<file path="src/rtl/bf16_pack.sv">
// Rounds a normalised bf16 candidate (8-bit significand plus G/R/S) and packs
// it into bfloat16. Stage 1 classifies and rounds; stage 2 resolves range and packs.
module bf16_pack (
    input  logic        clk_i,
    input  logic        rst_ni,
    input  logic        in_valid_i,
    output logic        in_ready_o,
    input  logic        sign_i,
    input  logic [9:0]  exp_i,
    input  logic [10:0] mant_i,
    input  logic        is_nan_i,
    input  logic        is_inf_i,
    input  logic        is_zero_i,
    input  logic        invalid_i,
    input  logic [1:0]  rm_i,
    output logic        out_valid_o,
    input  logic        out_ready_i,
    output logic [15:0] result_o,
    output logic        overflow_o,
    output logic        underflow_o,
    output logic        inexact_o,
    output logic        invalid_o
);

    typedef enum logic [1:0] {
        CLS_FIN  = 2'd0,
        CLS_ZERO = 2'd1,
        CLS_INF  = 2'd2,
        CLS_NAN  = 2'd3
    } cls_t;

    localparam logic [1:0] RM_RNE = 2'b00;
    localparam logic [1:0] RM_RTZ = 2'b01;
    localparam logic [1:0] RM_RUP = 2'b10;

    function automatic logic round_inc(input logic [1:0] rm, input logic s,
                                       input logic l, input logic g,
                                       input logic r, input logic st);
        logic inc;
        unique case (rm)
            2'b00:   inc = g & (r | st | l);
            2'b01:   inc = 1'b0;
            2'b10:   inc = ~s & (g | r | st);
            default: inc = s & (g | r | st);
        endcase
        return inc;
    endfunction

    // Overflow saturates to Inf only when rounding is allowed to move away from zero.
    function automatic logic [15:0] sat_result(input logic [1:0] rm, input logic s);
        logic to_inf;
        if (rm == RM_RNE)      to_inf = 1'b1;
        else if (rm == RM_RTZ) to_inf = 1'b0;
        else if (rm == RM_RUP) to_inf = ~s;
        else                   to_inf = s;
        return to_inf ? {s, 8'hFF, 7'h00} : {s, 15'h7F7F};
    endfunction

    logic adv_p2;
    logic vld_p1, vld_p2;

    assign adv_p2      = ~vld_p2 | out_ready_i;
    assign in_ready_o  = ~vld_p1 | adv_p2;
    assign out_valid_o = vld_p2;

    // ---- stage 0 -> 1: classify and round ----
    cls_t               cls_s0;
    logic               inc_s0, carry_s0, grs_s0;
    logic [6:0]         frac_s0;
    logic signed [10:0] exp_s0;

    always_comb begin
        cls_s0 = CLS_FIN;
        if (is_nan_i | invalid_i) cls_s0 = CLS_NAN;
        else if (is_inf_i)        cls_s0 = CLS_INF;
        else if (is_zero_i)       cls_s0 = CLS_ZERO;
    end

    assign grs_s0   = |mant_i[2:0];
    assign inc_s0   = round_inc(rm_i, sign_i, mant_i[3], mant_i[2], mant_i[1], mant_i[0]);
    assign carry_s0 = inc_s0 & (&mant_i[10:3]);
    assign frac_s0  = mant_i[9:3] + {6'd0, inc_s0};
    assign exp_s0   = $signed({exp_i[9], exp_i}) + $signed({10'd0, carry_s0});

    cls_t               cls_p1;
    logic               sign_p1, inv_p1, inexact_p1;
    logic [1:0]         rm_p1;
    logic [6:0]         frac_p1;
    logic signed [10:0] exp_p1;

    always_ff @(posedge clk_i or negedge rst_ni) begin
        if (!rst_ni)         vld_p1 <= 1'b0;
        else if (in_ready_o) vld_p1 <= in_valid_i;
    end

    always_ff @(posedge clk_i) begin
        if (in_valid_i && in_ready_o) begin
            cls_p1     <= cls_s0;
            sign_p1    <= sign_i;
            inv_p1     <= invalid_i;
            inexact_p1 <= grs_s0;
            rm_p1      <= rm_i;
            frac_p1    <= frac_s0;
            exp_p1     <= exp_s0;
        end
    end

    // ---- stage 1 -> 2: range check and pack ----
    logic        ovf_s1, unf_s1;
    logic [15:0] res_s1;
    logic [3:0]  flags_s1;

    assign ovf_s1 = (exp_p1 >= 11'sd255);
    assign unf_s1 = (exp_p1 <= 11'sd0);

    always_comb begin
        res_s1   = 16'h0000;
        flags_s1 = 4'b0000;
        unique case (cls_p1)
            CLS_NAN: begin
                res_s1   = 16'h7FC0;
                flags_s1 = {3'b000, inv_p1};
            end
            CLS_INF:  res_s1 = {sign_p1, 8'hFF, 7'h00};
            CLS_ZERO: res_s1 = {sign_p1, 15'h0000};
            default: begin
                if (ovf_s1) begin
                    res_s1   = sat_result(rm_p1, sign_p1);
                    flags_s1 = 4'b1010;
                end else if (unf_s1) begin
                    res_s1   = {sign_p1, 15'h0000};
                    flags_s1 = 4'b0110;
                end else begin
                    res_s1   = {sign_p1, exp_p1[7:0], frac_p1};
                    flags_s1 = {2'b00, inexact_p1, 1'b0};
                end
            end
        endcase
    end

    // Output registers are reset too so result/flags read zero while in reset.
    always_ff @(posedge clk_i or negedge rst_ni) begin
        if (!rst_ni) begin
            vld_p2      <= 1'b0;
            result_o    <= 16'h0000;
            overflow_o  <= 1'b0;
            underflow_o <= 1'b0;
            inexact_o   <= 1'b0;
            invalid_o   <= 1'b0;
        end else if (adv_p2) begin
            vld_p2 <= vld_p1;
            if (vld_p1) begin
                result_o <= res_s1;
                {overflow_o, underflow_o, inexact_o, invalid_o} <= flags_s1;
            end
        end
    end

endmodule

</file>
<file path="config.mk">
export PLATFORM = sky130hd
export DESIGN_NAME = bf16_pack
export DESIGN_NICKNAME = d
export VERILOG_FILES = /design/src/rtl/bf16_pack.sv
export SDC_FILE = /design/constraint.sdc
export NUM_CORES = 1
export LEC_CHECK = 0
export BUFFER_PORTS_ARGS = -buffer_cell sky130_fd_sc_hd__buf_2
export CORE_AREA = 2 2 65 67
export CTS_CLUSTER_SIZE = 30
export DETAILED_ROUTE_END_ITERATION = 10
export DIE_AREA = 0 0 67 69
export GPL_ROUTABILITY_DRIVEN = 0
export PLACE_DENSITY = 0.83
export SYNTH_ARGS = -nofsm -noshare
export SYNTH_HDL_FRONTEND = slang
export SYNTH_SLANG_ARGS = --single-unit
</file>
<file path="constraint.sdc">
create_clock -name clk_i -period 2.43 [get_ports clk_i]
set_input_delay 0.1215 -clock clk_i [delete_from_list [all_inputs] [get_ports clk_i]]
set_output_delay 0.1215 -clock clk_i [all_outputs]
set_load 0.05 [all_outputs]
</file>
Word-level counts from Yosys, hierarchy flattened
Index checks and enable logic that the tools add are counted.

Latch bits: 0. Bits in read-only memories: 0. Bits in registers: 47. Memories kept: 0. Bits in writable memories: 0. Output and inout bits: 22. Input bits: 32.

Multipliers: 0. $add $sub $neg: 2. Shift-type cells: 0. Equality and inequality tests: 7. Bitwise gates (word level): 15. Reductions and logical operators: 9. Magnitude comparators: 2. Mux-type cells: 15. Div/mod/pow operators: 0.

Operators with widths (count): 16-bit case mux with 3 select lines (1); 15-bit 2-to-1 mux (2); 10-bit by 2-bit adder with 11-bit output (1); 11-bit by 9-bit greater-or-equal comparator with 1-bit output, second input constant (1); 11-bit by 1-bit less-or-equal comparator with 1-bit output, second input constant (1); 2-bit == test, second input constant (4); 8-bit 2-to-1 mux (1); 4-bit case mux with 2 select lines (1); 8-bit AND reduction (1); 7-bit by 1-bit adder with 7-bit output (1); 1-bit 2-to-1 mux (7); 1-bit bitwise OR (7); 2-bit by 1-bit == test with 1-bit output, second input constant (3); 3-bit OR reduction (2); 1-bit AND (4); 2-bit logical NOT (2); 4-bit 2-to-1 mux (1); 1-bit NOT (4); 2-bit OR reduction (2); 3-bit 2-to-1 mux (1); 1-bit case mux with 3 select lines (1); 2-bit AND reduction (1); 1-bit logical AND (1).

Longest topological paths before layout
Gate-level depths: netlist (run 1).

Depth after elaboration: 9. Depth in mapped cells: 8. Depth with buffers taken out: 8.

Worst setup path after synthesis (run 1)
No wires, ideal clock.

Path kind: register -> register. Start: register vld_p2 (netlist: out_valid_o). End: register cls_p1[0], enable pin. Required time: 2.046 ns. Cell stages (with the launch flop): 4. Clock period less this slack: 2.265 ns. Slack: 0.165 ns. Library setup time: 0.384 ns. Buffers on the path: 0. Data arrival time: 1.881 ns. Cells stage by stage: dfrtp_1 > nor2b_1 > nand2_1 > and2_1.

Cells in the longest elaborated chain, start to end: 4.

Ends and longest elaborated chain: from (decl) (line 60) `logic vld_p1, vld_p2;`; from (signal assigned) (line 151) `vld_p2 <= vld_p1;`; 1-bit NOT (line 62) `assign adv_p2 = ~vld_p2 | out_ready_i;`; 1-bit bitwise OR (line 62); 1-bit bitwise OR (line 63) `assign in_ready_o = ~vld_p1 | adv_p2;`; via in_ready_o (line 7) `output logic in_ready_o,`; 1-bit logical AND (line 97) `if (in_valid_i && in_ready_o) begin`; to (signal assigned) (line 98) `cls_p1 <= cls_s0;`; to (decl) (line 85) `cls_t cls_p1;`.

The timed path passes the listed nets, and every way through them passes these cells. A chain may end at the register's enable or synchronous reset.

Final worst setup path (run 1)
Start: register exp_p1[9]. End: register result_o[13].

Cells in the longest elaborated chain, start to end: 4. Elaborated cells between the ends (all ways): 5.

Ends and longest elaborated chain: from (decl) (line 89) `logic signed [10:0] exp_p1;`; from (signal assigned) (line 104) `exp_p1 <= exp_s0;`; 11-bit by 1-bit less-or-equal comparator with 1-bit output (line 114) `assign unf_s1 = (exp_p1 <= 11'sd0);`; 15-bit 2-to-1 mux (line 130) `end else if (unf_s1) begin`; 15-bit 2-to-1 mux (*) (line 127) `if (ovf_s1) begin`; 16-bit case mux with 3 select lines (*) (line 119) `unique case (cls_p1)`; to (signal assigned) (line 153) `result_o <= res_s1;`; to (decl) (line 18) `output logic [15:0] result_o,`.

Every way passes the cells marked *; elsewhere a longest branch is shown, timed or not.

==> results_tabular.tex, run 1 <==
\begin{tabular}{lr}
\hline
Metric & Value \\
\hline
\multicolumn{2}{l}{\textbf{Clocking}} \\
\quad TritonCTS Sinks & 47 \\
\quad Clock latency on the worst-skew pair & $\sim$0.31 ns \\
\quad Maximum root-to-sink buffer count & 2 \\
\quad CTS tree & done \\
\quad CTS H-tree lvls & 2 \\
\quad Clock Pin Slew Worst Setup and Hold Paths & 0.07 ns \\
\quad Total clock buffers created by CTS & 5 \\
\quad Count of buffers added by post-CTS timing repair for setup & 0 \\
\quad Cell chosen for the clock root & sky130\_fd\_sc\_hd\_\_clkbuf\_8 \\
\quad Cells resized by post-CTS repair & 0 \\
\multicolumn{2}{l}{\textbf{STA}} \\
\quad Unrepaired setup endpoints after global routing & false \\
\quad Min setup slack post-route & 0.635 ns \\
\quad Pins Over Slew Limit & 0 \\
\quad Maximum clock rate & between 500 and 600 MHz \\
\quad Remaining max-slew budget at the tightest pin & roughly three fifths \\
\quad Final setup violation count & 0 \\
\quad Final Skew & approximately 0.012 ns \\
\quad Final Hold Slack & roughly 0.01 ns \\
\quad Final total negative setup slack & 0 ns \\
\quad Final period demand of the worst path & around 1.8 ns \\
\quad Period utilization & 73.9\% \\
\quad Transition time of the tightest slew-check pin & between 0.5 and 0.6 ns \\
\quad Final hold violations & 0 \\
\multicolumn{2}{l}{\textbf{Drt}} \\
\quad Total wire length after detailed routing & about 4000 um \\
\quad Routed wire per std cell & around 14 um \\
\quad DRC violations left & 0 \\
\quad Antenna-violating nets left & 0 \\
\quad Number of iterations in the first detailed-routing pass & 4 \\
\quad Number of DRC markers after the initial detailed-route iteration & between 150 and 200 \\
\quad Overall via count from detail\_route & around 1600 \\
\quad Via density & approximately 5.5 \\
\multicolumn{2}{l}{\textbf{Place}} \\
\quad Cell area after placement & 2500 um\^{}2 \\
\quad IO Port Bufs & 53 \\
\quad Pre-CTS setup slack & approximately 0.5 ns \\
\quad Total instance count after detailed placement & 281 \\
\quad Half-perimeter wire length of the detailed placement result & 3140 um \\
\multicolumn{2}{l}{\textbf{Pwr}} \\
\quad Logic gate share of total power & roughly 20\% \\
\quad Leakage power & 1.07 nW \\
\quad Sequential group share of total power & between 50\% and 60\% \\
\quad Total chip power & approximately 1.7 mW \\
\quad Clock Power Share & between 20\% and 30\% \\
\quad Max rail drop VDD & 0.000374 V \\
\quad Power Dens Cells & 667 nW/um\^{}2 \\
\quad Pint & approximately 1.2 mW \\
\quad Switching fraction of total power & just under 30\% \\
\quad Switching Power & 0.516 mW \\
\multicolumn{2}{l}{\textbf{GRT}} \\
\quad Number of antenna violations at the first check in global routing & 0 \\
\quad Number of global-route vias before repair & approximately 1500 \\
\quad Wire length of the first global-routing pass & around 6700 um \\
\quad Total routing resource utilization after global routing & slightly below 20\% \\
\quad Most crowded layer after global routing & met2 \\
\quad Sum of overflow across all layers after global routing & 0 \\
\quad Met3 Track Usage GR & 5.38\% \\
\quad Met2 layer usage reported by global route & a little under a third \\
\quad Fraction of met1 tracks used by global routing & about 26\% \\
\quad Pin count of the biggest net entering global routing & 26 \\
\multicolumn{2}{l}{\textbf{Floorplan}} \\
\quad Top-level port count & 54 \\
\quad Placeable core region & 3910 um\^{}2 \\
\quad Die Footprint & approximately 4600 um\^{}2 \\
\quad Number of cell rows & 23 \\
\quad Starting density of the core & approximately 56\% \\
\quad Die width & 67 um \\
\quad Die span in y & approximately 69 um \\
\multicolumn{2}{l}{\textbf{Min path}} \\
\quad Class of the most critical hold timing path & in2reg \\
\multicolumn{2}{l}{\textbf{Logic synthesis}} \\
\quad Count of distinct cell types in the synthesized netlist & 36 \\
\quad Synthesis Warnings & 0 \\
\quad Most used flip-flop cell after synthesis & sky130\_fd\_sc\_hd\_\_edfxtp\_1 \\
\quad Area of the mapped netlist & roughly 2200 um\^{}2 \\
\quad Flip-flop and latch count after synthesis & between 40 and 50 \\
\quad Post-synth EDFFs & 25 \\
\quad Proportion of netlist area held by the largest area contributor & between 30\% and 40\% \\
\quad Sequential share of the synthesized area & between 50\% and 60\% \\
\quad Post-synthesis async set-or-reset flop share & between 40\% and 50\% \\
\quad Synth Area per Inst & 12.1 um\^{}2 \\
\quad Syn Nets & approximately 220 \\
\quad Post-synth top area cell & sky130\_fd\_sc\_hd\_\_edfxtp\_1 \\
\quad Top post-synthesis cells by area & sky130\_fd\_sc\_hd\_\_edfxtp\_1 34\%, sky130\_fd\_sc\_hd\_\_dfrtp\_1 25\%, sky130\_fd\_sc\_hd\_\_nand2\_1 3.8\% \\
\quad Number of instances in the synthesized netlist & 181 \\
\multicolumn{2}{l}{\textbf{Finish}} \\
\quad Layout Utilization & about 66\% \\
\quad Fraction of layout cells with a size suffix above 1 & a little over a quarter \\
\quad Finished Layout Cells & 290 \\
\quad Area grow syn2layout & 18.4\% \\
\quad Post-layout instance area & roughly 2600 um\^{}2 \\
\quad Number of antenna repair diodes & 0 \\
\quad Post-layout nets & about 280 \\
\multicolumn{2}{l}{\textbf{Setup path}} \\
\quad Type of destination of the critical path & flop \\
\quad Critical-path cell list & nor3\_1 -> o21a\_1 -> o21ai\_1 -> o221a\_1 \\
\quad Cell type of the slowest stage on the worst timing path & sky130\_fd\_sc\_hd\_\_o21a\_1 \\
\quad Type of the worst setup path & reg2reg \\
\quad Worst endpoint required time & 2.62 ns \\
\quad Critical path launch point type & flop \\
\quad R2R Setup Slk & roughly 0.63 ns \\
\quad Largest stage delay on the critical path & approximately 0.47 ns \\
\quad Biggest fanout along the worst timing path & 13 \\
\quad Endpoint arrival time on the critical path & $\sim$2.0 ns \\
\multicolumn{2}{l}{\textbf{Flow run}} \\
\quad Reported max-cap violation count & 0 \\
\multicolumn{2}{l}{\textbf{Outcome}} \\
\quad Result of the run & completed \\
\hline
\end{tabular}
==> worst max-delay path: cells and delay by family (launching register included) <==
kind	cells	cell delay [ns]
AO/OA/AOI/OAI	3	1.01
flip-flops	1	0.41
AND/OR/NAND/NOR	1	0.27
==> per-layer routing <==
layer  vias up  wire length (um)
met1       748              1900
met5         -                 0
li1        794                 -
met3         6               193
met2        42              1940
met4         0                73
==> cell families (layout without fill, tap and decap cells) <==
group	count (synthesis)	after routing	synth area share (%)
simple gates	72	72	17.6
flops	47	47	59.4
compound gates	37	37	13.0
xor+xnor	14	14	5.60
buf+inv	6	65	1.54
fa+ha+maj	5	5	2.86
==> cells in the final DEF (no fill, tap or decap), types with 7 or more instances in the layout <==
master,count
sky130_fd_sc_hd__nor2b_1,7
sky130_fd_sc_hd__buf_2,53
sky130_fd_sc_hd__nand2_1,22
sky130_fd_sc_hd__o221a_1,7
sky130_fd_sc_hd__nand3_1,10
sky130_fd_sc_hd__xnor2_1,9
sky130_fd_sc_hd__o21ai_1,10
sky130_fd_sc_hd__dfrtp_1,22
sky130_fd_sc_hd__edfxtp_1,25
==> power by group through the flow <==
stage	sequential (mW)	combinational (mW)	clock (mW)
3_5_place_dp	0.960	0.337	0
6_report	0.944	0.338	0.448
2_1_floorplan	1.07	0.117	0
3_3_place_gp	0.959	0.332	0
4_1_cts	0.944	0.339	0.445
5_1_grt	0.951	0.366	0.481
==> area by class of cell <==
type                            count  area (um^2)
Inverter                            1         3.75
Fill cell                         315         1320
Timing Repair Buffer               56          290
Sequential cell                    47         1300
Multi-Input combinational cell    128          856
Clock inverter                      1         5.00
Clock buffer                        7         76.3
Tap cell                           50         62.6
==> path summary, 6_finish.rpt <==
check,startpoint,end,depth (start not counted)
max,exp_p1[9]$_DFFE_PP_,result_o[13]$_DFFE_PN0P_,4
min,sign_i,sign_p1$_DFFE_PP_,1
max reg2reg,exp_p1[9]$_DFFE_PP_,result_o[13]$_DFFE_PN0P_,4
min reg2reg,invalid_o$_DFFE_PN0P_,invalid_o$_DFFE_PN0P_,2
max in group asynchronous,rst_ni,result_o[13]$_DFFE_PN0P_,2
min in group asynchronous,rst_ni,overflow_o$_DFFE_PN0P_,2
==> sequential cells by signal, summed over array words and instances (netlist names) <==
signal	cells
frac_p1	7
invalid_o	1
underflow_o	1
result_o	16
out_valid_o	1
cls_p1	2
rm_p1	2
exp_p1	11
inexact_p1	1
overflow_o	1
inexact_o	1
vld_p1	1
sign_p1	1
inv_p1	1
==> cell usage after synthesis (2+ instances only) <==
cell type	count
sky130_fd_sc_hd__xnor2_1	9
sky130_fd_sc_hd__nor3_1	4
sky130_fd_sc_hd__nor3b_1	2
sky130_fd_sc_hd__ha_1	5
sky130_fd_sc_hd__nand3_1	10
sky130_fd_sc_hd__or3_1	3
sky130_fd_sc_hd__a21oi_1	3
sky130_fd_sc_hd__o21a_1	2
sky130_fd_sc_hd__a311o_1	2
sky130_fd_sc_hd__nand2_1	22
sky130_fd_sc_hd__buf_2	3
sky130_fd_sc_hd__nor2_1	4
sky130_fd_sc_hd__and2_1	4
sky130_fd_sc_hd__nand2b_1	3
sky130_fd_sc_hd__xor2_1	5
sky130_fd_sc_hd__a2bb2oi_1	5
sky130_fd_sc_hd__dfrtp_1	22
sky130_fd_sc_hd__edfxtp_1	25
sky130_fd_sc_hd__nor2b_1	7
sky130_fd_sc_hd__o221a_1	7
sky130_fd_sc_hd__o21ai_1	10
sky130_fd_sc_hd__and4_1	2
sky130_fd_sc_hd__nand4_1	2
sky130_fd_sc_hd__and3_1	4
sky130_fd_sc_hd__o21ai_0	3
sky130_fd_sc_hd__nor4_1	3
==> timing repair <==
item,4_1_cts,5_1_grt
setup endpoints to repair,0,0
endpoints found under the hold margin,22,0
hold buffers,1,0
(Power assumes the default switching activity.)
==> run 2: changes to the inputs <==
- ABC_AREA: unset -> 1
- CORE_AREA: 2 2 65 67 -> 2 2 72 74
- DIE_AREA: 0 0 67 69 -> 0 0 74 76
- PLACE_DENSITY: 0.83 -> 0.74
- clock period: 2.43 -> 1.65 ns (I/O delays scaled with it)
==> run 2 against run 1 <==
Net effect: cell count rose by 32%; via count rose by 14%; hold slack improved by 0.013 ns; clock skew fell by 0.0053 ns; clock-buffer cell count rose by 1; critical path depth rose by 7; clock power rose by 64%; non-clock buffer count rose by 13; critical endpoint is now exp_p1[8]$_DFFE_PP_.
==> results_tabular.tex, run 2 <==
\begin{tabular}{lr}
\hline
Metric & Value \\
\hline
\multicolumn{2}{l}{\textbf{Outcome}} \\
\quad Result of the run & completed \\
\multicolumn{2}{l}{\textbf{Finish}} \\
\quad Largest registers & result\_o x16, exp\_p1 x11, frac\_p1 x7 \\
\quad Fillcell total & between 400 and 500 \\
\quad Fraction of layout cells with a size suffix above 1 & 29.3\% \\
\quad Post-layout nets & 350 \\
\quad Number of antenna repair diodes & 0 \\
\quad Commonest non-fill, non-tap cells in the layout & 76 x sky130\_fd\_sc\_hd\_\_nand2\_1, 53 x sky130\_fd\_sc\_hd\_\_buf\_2, 25 x sky130\_fd\_sc\_hd\_\_edfxtp\_1 \\
\quad Commonest non-fill, non-tap cell in the layout & sky130\_fd\_sc\_hd\_\_nand2\_1 \\
\quad Post-layout instance area & about 2900 um\^{}2 \\
\quad Most flop-heavy register & result\_o \\
\quad Max FFs per register & 16 \\
\quad Area grow syn2layout & 26.7\% \\
\multicolumn{2}{l}{\textbf{Pwr}} \\
\quad Switching Power & a little under 0.9 mW \\
\quad Clock Power Share & 26.0\% \\
\quad Pint & just under 2 mW \\
\quad Total chip power & approximately 2.8 mW \\
\quad Switching fraction of total power & 31.0\% \\
\quad Max rail drop VDD & approximately 0.00038 V \\
\quad Sequential group share of total power & between 50\% and 60\% \\
\quad Leakage power & between 1 and 1.5 nW \\
\quad Logic gate share of total power & between 20\% and 30\% \\
\quad Power Dens Cells & 979 nW/um\^{}2 \\
\multicolumn{2}{l}{\textbf{Logic synthesis}} \\
\quad Area of the mapped netlist & between 2000 and 2500 um\^{}2 \\
\quad Count of distinct cell types in the synthesized netlist & 27 \\
\quad Top post-synthesis cells by area & sky130\_fd\_sc\_hd\_\_edfxtp\_1 33\%, sky130\_fd\_sc\_hd\_\_dfrtp\_1 24\%, sky130\_fd\_sc\_hd\_\_nand2\_1 13\% \\
\quad Synth Area per Inst & roughly 9.4 um\^{}2 \\
\quad Post-synth EDFFs & 25 \\
\quad Synthesis Warnings & 0 \\
\quad Proportion of netlist area held by the largest area contributor & roughly a third \\
\quad Sequential share of the synthesized area & 57.3\% \\
\quad Cell with the most instances after synthesis & sky130\_fd\_sc\_hd\_\_nand2\_1 \\
\quad Flip-flop and latch count after synthesis & 47 \\
\quad Most used flip-flop cell after synthesis & sky130\_fd\_sc\_hd\_\_edfxtp\_1 \\
\quad Post-synth top area cell & sky130\_fd\_sc\_hd\_\_edfxtp\_1 \\
\quad Syn Nets & 279 \\
\quad Top cell types by occurrence after synthesis & 77 x sky130\_fd\_sc\_hd\_\_nand2\_1, 25 x sky130\_fd\_sc\_hd\_\_edfxtp\_1, 24 x sky130\_fd\_sc\_hd\_\_nand3\_1 \\
\quad Post-synthesis async set-or-reset flop share & between 40 and 50\% \\
\quad Number of instances in the synthesized netlist & approximately 240 \\
\multicolumn{2}{l}{\textbf{Floorplan}} \\
\quad Die span in y & about 76 um \\
\quad Starting density of the core & a little under half \\
\quad Die Footprint & between 5000 and 6000 um\^{}2 \\
\quad Top-level port count & 54 \\
\quad Placeable core region & about 5000 um\^{}2 \\
\quad Die width & between 70 and 80 um \\
\quad Number of cell rows & 26 \\
\multicolumn{2}{l}{\textbf{Place}} \\
\quad Half-perimeter wire length of the detailed placement result & approximately 3300 um \\
\quad IO Port Bufs & 53 \\
\quad Cell area after placement & $\sim$2700 um\^{}2 \\
\multicolumn{2}{l}{\textbf{Clocking}} \\
\quad Clock latency on the worst-skew pair & 0.29 ns \\
\quad Cell chosen for the clock root & sky130\_fd\_sc\_hd\_\_clkbuf\_8 \\
\quad CTS H-tree lvls & 2 \\
\quad CTS tree & done \\
\quad Total clock buffers created by CTS & 5 \\
\quad Count of buffers added by post-CTS timing repair for setup & 0 \\
\quad Maximum root-to-sink buffer count & 2 \\
\quad Clock Pin Slew Worst Setup and Hold Paths & about 0.08 ns \\
\quad TritonCTS Sinks & 47 \\
\multicolumn{2}{l}{\textbf{Drt}} \\
\quad Routed wire per std cell & approximately 11 um \\
\quad Number of iterations in the first detailed-routing pass & 4 \\
\quad Antenna-violating nets left & 0 \\
\quad DRC violations left & 0 \\
\quad Total wire length after detailed routing & 4150 um \\
\quad Overall via count from detail\_route & approximately 1800 \\
\quad Number of DRC markers after the initial detailed-route iteration & 90 \\
\quad Via density & 4.72 \\
\multicolumn{2}{l}{\textbf{Setup path}} \\
\quad Biggest fanout along the worst timing path & 3 \\
\quad Critical-path cell list & buf\_2 -> nor2\_1 -> o311ai\_0 -> buf\_4 -> a21oi\_2 -> ha\_2 -> ha\_4 -> nand3\_2 -> nor3\_2 -> nand2\_1 -> xnor2\_1 \\
\quad Cell type of the slowest stage on the worst timing path & sky130\_fd\_sc\_hd\_\_ha\_2 \\
\quad Critical path launch point type & primary input \\
\quad Worst endpoint required time & 1.70 ns \\
\quad Type of destination of the critical path & flop \\
\quad Type of the worst setup path & in2reg \\
\quad Number of buffers and inverters on the critical path & 2 \\
\quad Crit-path leading delay family & simple AND/OR/NAND/NOR gates \\
\quad Largest stage delay on the critical path & about 0.22 ns \\
\quad Endpoint arrival time on the critical path & between 1.5 and 2 ns \\
\multicolumn{2}{l}{\textbf{STA}} \\
\quad Final setup violation count & 0 \\
\quad Pins Over Slew Limit & 0 \\
\quad Final Skew & between 0.006 and 0.007 ns \\
\quad Transition time of the tightest slew-check pin & roughly 0.5 ns \\
\quad Period utilization & just over 90\% \\
\quad Remaining max-slew budget at the tightest pin & 66.6\% \\
\quad Final period demand of the worst path & around 1.5 ns \\
\quad Maximum clock rate & around 650 MHz \\
\quad Final hold violations & 0 \\
\quad Final Hold Slack & 0.0226 ns \\
\multicolumn{2}{l}{\textbf{GRT}} \\
\quad Sum of overflow across all layers after global routing & 0 \\
\quad Wire length of the first global-routing pass & roughly 7000 um \\
\quad Number of global-route vias before repair & $\sim$1700 \\
\quad Pin count of the biggest net entering global routing & 26 \\
\quad Number of antenna violations at the first check in global routing & 0 \\
\quad Total routing resource utilization after global routing & 16.0\% \\
\multicolumn{2}{l}{\textbf{Min path}} \\
\quad Class of the most critical hold timing path & in2reg \\
\multicolumn{2}{l}{\textbf{Flow run}} \\
\quad Reported max-cap violation count & 0 \\
\hline
\end{tabular}
## run 2: final timing paths
path                       slack [ns]                       end  cells past startpoint               startpoint
hold / removal                   0.02        vld_p1$_DFFE_PN0N_                      3               in_valid_i
setup / recovery                 0.12       exp_p1[8]$_DFFE_PP_                     11                  rm_i[1]
min in group asynchronous        0.27  result_o[14]$_DFFE_PN0P_                      2                   rst_ni
hold reg to reg                  0.48   underflow_o$_DFFE_PN0P_                      2  underflow_o$_DFFE_PN0P_
setup reg to reg                 0.24   result_o[6]$_DFFE_PN0P_                      6      exp_p1[9]$_DFFE_PP_
max in group asynchronous        1.03   out_valid_o$_DFFE_PN0P_                      2                   rst_ni
## run 2: worst min-delay path, delay by kind of cell
family,cells,cell delay (ns)
simple gates,2,0.13
buf+inv,1,0.08
## run 2: stage by stage
| step | setup TNS, ns | utilization (%) | setup slack [ns] | cells |
|---|---|---|---|---|
| 2_1_floorplan | 0 | - | 0.0123 | 242 |
| 3_3_place_gp | -1.16 | 55.2 | -0.205 | 372 |
| 3_5_place_dp | -1.27 | 55.2 | -0.246 | 372 |
| 4_1_cts | 0 | 58.0 | 0.0720 | 384 |
| 5_1_grt | -0.00263 | 58.6 | -0.00263 | 384 |
| 6_report | 0 | 58.6 | 0.115 | 384 |
## run 2: routing by layer
metal,wire [um],global-route usage (%),up-vias,part of all wire [%]
met5,0,0,-,0
met4,125,7.82,0,3.0
met3,203,4.10,10,4.9
met2,1950,25.4,46,47
met1,1860,20.0,817,45
li1,-,-,939,-
## run 2: power by group through the flow
| stage | registers (mW) | clock network (mW) | logic (mW) |
|---|---|---|---|
| after global placement | 1.45 | 0 | 0.639 |
| after global routing | 1.44 | 0.816 | 0.714 |
| after detailed placement | 1.46 | 0 | 0.648 |
| final | 1.43 | 0.733 | 0.655 |
| after floorplan | 1.67 | 0 | 0.234 |
| after CTS | 1.43 | 0.752 | 0.659 |
## run 2: layout make-up
type                            count  area, um^2  share of cell area [%]
Tap cell                           70        87.6                    3.04
Multi-Input combinational cell    174         927                    32.2
Timing Repair Buffer               69         395                    13.7
Clock buffer                        8         101                    3.52
Inverter                           16        63.8                    2.22
Sequential cell                    47        1300                    45.3
## run 2: cells by family after synthesis
| family | share of synthesized area, % |
|---|---|
| AOI/OAI and AO/OA | 4.07 |
| xor gates and xnor gates | 5.40 |
| adders and majority gates | 2.75 |
| buffers and inverters | 3.96 |
| DFF | 57.3 |
| and+or+nand+nor | 26.5 |
## run 2: timing repair
item,CTS,global route
resized for setup,0,6
hold buffers,4,0
endpoints found under the hold margin,25,0
setup endpoints to repair,0,3
